$ cat src/rtl/serial_adder_ctrl.sv
// serial_adder_ctrl: bit-serial adder controller for a single full_adder cell.
// Latches A/B/CIN on an accepted START, feeds the cell one bit per clock
// (LSB first), shifts RES into SUM and loops Cnext back through a carry flop.
// Optional feature macro: SERIAL_ADD_OVF_EN (signed overflow on OVF; when
// undefined OVF is tied to 0).
// Handshake: START is a request sampled only in IDLE; BUSY is high from the
// edge that accepts it until the controller returns to IDLE; DONE is a
// one-cycle pulse during which SUM/COUT/OVF are valid (and they stay held
// until the next accepted START).
module serial_adder_ctrl #(
  parameter int WIDTH = 4,
  parameter int CNT_W = 3
) (
  input  logic             CLK,
  input  logic             RST,
  input  logic             START,
  input  logic [WIDTH-1:0] A,
  input  logic [WIDTH-1:0] B,
  input  logic             CIN,
  output logic             FA_X,
  output logic             FA_Y,
  output logic             FA_CPREV,
  input  logic             FA_RES,
  input  logic             FA_CNEXT,
  output logic             BUSY,
  output logic             DONE,
  output logic [WIDTH-1:0] SUM,
  output logic             COUT,
  output logic             OVF,
  output logic [1:0]       state_dbg
);

  typedef enum logic [1:0] {
    S_IDLE = 2'd0,
    S_RUN  = 2'd1,
    S_DONE = 2'd2
  } state_t;

  state_t           state;
  state_t           state_nxt;
  logic [CNT_W-1:0] count;
  logic [WIDTH-1:0] a_sh;
  logic [WIDTH-1:0] b_sh;
  logic [WIDTH-1:0] sum_r;
  logic             carry;
  logic             cout_r;
  logic             start_acc;
  logic             last_bit;

  assign start_acc = (state == S_IDLE) && START;
  assign last_bit  = (state == S_RUN) && (count == CNT_W'(WIDTH - 1));

  // State register.
  always_ff @(posedge CLK) begin
    if (RST) state <= S_IDLE;
    else     state <= state_nxt;
  end

  // Next-state logic: IDLE -> RUN -> DONE -> IDLE.
  always_comb begin
    state_nxt = state;
    case (state)
      S_IDLE:  if (START) state_nxt = S_RUN;
      S_RUN:   if (last_bit) state_nxt = S_DONE;
      S_DONE:  state_nxt = S_IDLE;
      default: state_nxt = S_IDLE;
    endcase
  end

  // Operand shifters, carry flop, bit counter and result capture.
  always_ff @(posedge CLK) begin
    if (RST) begin
      count  <= '0;
      a_sh   <= '0;
      b_sh   <= '0;
      carry  <= 1'b0;
      sum_r  <= '0;
      cout_r <= 1'b0;
    end else if (start_acc) begin
      a_sh  <= A;
      b_sh  <= B;
      carry <= CIN;
      sum_r <= '0;
      count <= '0;
    end else if (state == S_RUN) begin
      sum_r <= {FA_RES, sum_r[WIDTH-1:1]};
      carry <= FA_CNEXT;
      a_sh  <= {1'b0, a_sh[WIDTH-1:1]};
      b_sh  <= {1'b0, b_sh[WIDTH-1:1]};
      count <= count + CNT_W'(1);
      if (last_bit) cout_r <= FA_CNEXT;
    end
  end

`ifdef SERIAL_ADD_OVF_EN
  logic c_msb;
  logic ovf_r;

  // On the MSB step the carry flop holds the carry into the MSB.
  assign c_msb = carry;

  // Signed overflow: carry into MSB differs from carry out of MSB.
  always_ff @(posedge CLK) begin
    if (RST)            ovf_r <= 1'b0;
    else if (start_acc) ovf_r <= 1'b0;
    else if (last_bit)  ovf_r <= c_msb ^ FA_CNEXT;
  end

  assign OVF = ovf_r;
`else
  assign OVF = 1'b0;
`endif

  // Slice drive is purely registered; forced low outside RUN.
  assign FA_X      = (state == S_RUN) && a_sh[0];
  assign FA_Y      = (state == S_RUN) && b_sh[0];
  assign FA_CPREV  = (state == S_RUN) && carry;
  assign BUSY      = (state != S_IDLE);
  assign DONE      = (state == S_DONE);
  assign SUM       = sum_r;
  assign COUT      = cout_r;
  assign state_dbg = state;

endmodule

$ cat config.mk
export PLATFORM = sky130hd
export DESIGN_NAME = serial_adder_ctrl
export DESIGN_NICKNAME = d
export VERILOG_FILES = /design/src/rtl/serial_adder_ctrl.sv
export SDC_FILE = /design/constraint.sdc
export NUM_CORES = 1
export LEC_CHECK = 0
export CORE_UTILIZATION = 30
export DETAILED_ROUTE_END_ITERATION = 10
export GPL_TIMING_DRIVEN = 0
export MAX_ROUTING_LAYER = met4
export PLACE_DENSITY = 0.55
export SLEW_MARGIN = 0
export SYNTH_ARGS = -nofsm -noshare
export SYNTH_HDL_FRONTEND = slang
export SYNTH_SLANG_ARGS = --single-unit
$ cat constraint.sdc
create_clock -name CLK -period 3.81 [get_ports CLK]
set_clock_uncertainty 0.15 [all_clocks]
set_input_delay 0.762 -clock CLK [delete_from_list [all_inputs] [get_ports CLK]]
set_output_delay 0.762 -clock CLK [all_outputs]
set_load 0.02 [all_outputs]
==> metrics.txt, run 1 <==
Max Clock Freq 342 MHz; vias in the first global route 652; Slowest-stage cell, CP clkdlybuf4s50_1; placed cell area 1140 µm²; Mapped Area 851 µm²; Max IR drop VDD 0.000217 V; CP peak stage delay 0.59 ns; top_reg_cell synth dfxtp_1; global route overflow 0; initial drt markers 15; sw power 107 µW; crit-path max FO 10; post-CTS setup buffers 0; Setup TNS Final 0 ns; hold_buf cts 0; # resized after CTS 0; Yosys cell types 25; RSZ-0062 raised after global routing no; clock latency on the worst-skew pair 0.30 ns; P_leak 0.435 nW; Seq/Total Area, Yosys 0.447; Layout Nets 147; Post-DP HPWL 1.33 mm; clock slew at reported path FFs 0.11 ns; IO Count 27; Min Hold Slack 0.313 ns; syn_nets 117; MaxCap Viol Count 0; Worst Setup End Kind output pin; vias per inst 4.69; ant diodes 0; CTS sink count 19; fin crit share 0.767; largest net degree at the start of global routing 11; DR pass1 iterations 4; die width 55.3 µm; Pint 292 µW; Core Area 2570 µm²; Setup CP Type register to output pin; most instantiated cells after synthesis dfxtp_1, nand2_1, a21oi_1; Synth top area share 0.447; PnR Total Power 399 µW; Initial Util 0.331; Place WS 1.23 ns; design area 1160 µm²; CTS root buffer clkbuf_4; antenna-violating nets left 0; post-synthesis cell count 101; Hold Path Class register to register; pwr dens 342 nW/µm²; status completed; gr usage total 0.125; cell type with the highest aggregate area in the netlist dfxtp_1; Yosys reg bits 19; power share of the clock group 0.259; synthesized area per cell 8.42 µm²; worst-case clock buffer depth 2; Area Overhead vs Synth 36.9%; first-pass GRT wire length 2.96 mm; sw frac 0.268; die area 3050 µm²; CP required 2.90 ns; crit start category register; Routed wire per std cell 11.3 µm; Cells after DPL 156; # rows 18; Final Max Slew Viols 0; Comb pwr share 0.200; Warnings, synthesis 0; Filler cells 277; most frequent CP cell buf_6; Worst EP arrival 2.01 ns; DRC violations left 0; final WL 1.80 mm; final setup margin 0.887 ns; via count 751; CTS H-tree lvls 1; TritonCTS Buffers 3; r2r setup slk 2.38 ns; port bufs 25; Synth area leaders dfxtp_1, nand2_1, a21oi_1; leading cell type by number of instances after synthesis dfxtp_1; FFs w/ async S/R, synth 0; worst path bufs/invs 4; layout cell share with drive strength beyond 1 0.100; part of the power in registers 0.541; initial antenna violation count 0; TritonCTS clock tree done; Final min period 2.92 ns; RD Place Congestion 0.740; fin util 0.454; Post-Layout Cell Count 160; final hold violation count 0; die height 55.3 µm; crit-path leading delay family buffers and inverters; final number of setup-violating endpoints 0; critical path, cell by cell buf_6 > nor2b_1 > buf_2 > buf_6 > and2_1 > clkdlybuf4s50_1; Post-synth EDFFs 0
==> power by group through the flow <==
stage / Combinational (mW) / Clock, mW / Sequential, mW
global route: 0.0878 / 0.115 / 0.217
CTS: 0.0812 / 0.107 / 0.215
detailed placement: 0.0806 / 0 / 0.220
finish: 0.0798 / 0.103 / 0.215
global placement: 0.0798 / 0 / 0.220
floorplan: 0.0483 / 0 / 0.220
==> cells in the final DEF, fill, tap and decap left out <==
master,instances
clkdlybuf4s50_1,25
dfxtp_1,19
nand2_1,18
a21oi_1,12
nor2_1,11
a211oi_1,8
inv_1,3
buf_6,3
and2_1,3
nand3_1,3
o22ai_1,3
clkbuf_4,3
buf_2,2
nand2b_1,2
ha_1,2
nor2b_1,1
nand3b_1,1
buf_1,1
or3b_1,1
nand2b_4,1
o21a_1,1
nor2_2,1
xnor2_1,1
nor3b_2,1
o21ba_2,1
buf_4,1
conb_1,1
clkbuf_1,1
==> layout make-up <==
cell class                 count  area [µm²]  area share
multi-input combinational     72         404       0.347
sequential                    19         380       0.327
buffer                         7        55.1      0.0473
clock buffer                   4        26.3      0.0226
inverter                       3        11.3     0.00967
timing repair buffer          25         250       0.215
tap                           30        37.5      0.0322
==> kinds of logic after synthesis <==
| family | share of synthesized area |
|---|---|
| other cells | 0.00441 |
| fa+ha+maj | 0.0294 |
| compound gates | 0.184 |
| xor+xnor | 0.0103 |
| flops | 0.447 |
| buf+inv | 0.0779 |
| simple gates | 0.247 |
==> per-layer routing <==
| layer | global-route usage | share of wire | up-vias |
|---|---|---|---|
| li1 | - | - | 395 |
| met1 | 0.158 | 0.49 | 332 |
| met2 | 0.181 | 0.43 | 20 |
| met3 | 0.0375 | 0.062 | 4 |
| met4 | 0.0643 | 0.013 | 0 |
| met5 | - | 0 | - |
==> worst paths after layout <==
check	startpoint	end	cells after the start
max	state_dbg[0]	FA_CPREV	6
min	a_sh[2]	a_sh[1]	2
max reg2reg	state_dbg[0]	COUT	6
min reg2reg	a_sh[2]	a_sh[1]	2
==> state kept, by name, summed over array words and instances, names as in the netlist <==
name / flops
COUT: 1
SUM: 4
a_sh: 4
b_sh: 4
carry: 1
count: 3
state_dbg: 2
==> tightest hold or removal path: stages (launching register included) <==
cell and delay, ns:
dfxtp_1 0.33, nand2_1 0.05, a211oi_1 0.05
Power figures use the tool's default switching activity.
==> run 2: changes to the inputs <==
==> constraint.sdc (replaced) <==
create_clock -name CLK -period 3 [get_ports CLK]
set_clock_uncertainty 0.15 [all_clocks]
set_input_delay 0.6 -clock CLK [delete_from_list [all_inputs] [get_ports CLK]]
set_output_delay 0.6 -clock CLK [all_outputs]
set_load 0.02 [all_outputs]
==> results of run 2 <==
The final DEF is identical to that of run 1. Status: completed.
Main changes from that run: setup slack after placement 1.23 ns -> 0.577 ns; setup slack after layout 0.887 ns -> 0.239 ns; register-to-register setup slack 2.38 ns -> 1.57 ns; total power 0.399 mW -> 0.506 mW; worst IR drop on VDD 0.000217 V -> 0.000276 V
==> run 3: changes to the inputs <==
--- a/config.mk
+++ b/config.mk
@@ -5,12 +5,12 @@
 export SDC_FILE = /design/constraint.sdc
 export NUM_CORES = 1
 export LEC_CHECK = 0
+export CAP_MARGIN = 20
 export CORE_UTILIZATION = 30
 export DETAILED_ROUTE_END_ITERATION = 10
 export GPL_TIMING_DRIVEN = 0
 export MAX_ROUTING_LAYER = met4
 export PLACE_DENSITY = 0.55
-export SLEW_MARGIN = 0
 export SYNTH_ARGS = -nofsm -noshare
 export SYNTH_HDL_FRONTEND = slang
 export SYNTH_SLANG_ARGS = --single-unit
==> results of run 3 <==
The final DEF is identical to that of run 1. Status: completed.
Main changes from that run: setup slack after placement 1.23 ns -> 0.577 ns; setup slack after layout 0.887 ns -> 0.239 ns; register-to-register setup slack 2.38 ns -> 1.57 ns; total power 0.399 mW -> 0.506 mW; worst IR drop on VDD 0.000217 V -> 0.000276 V
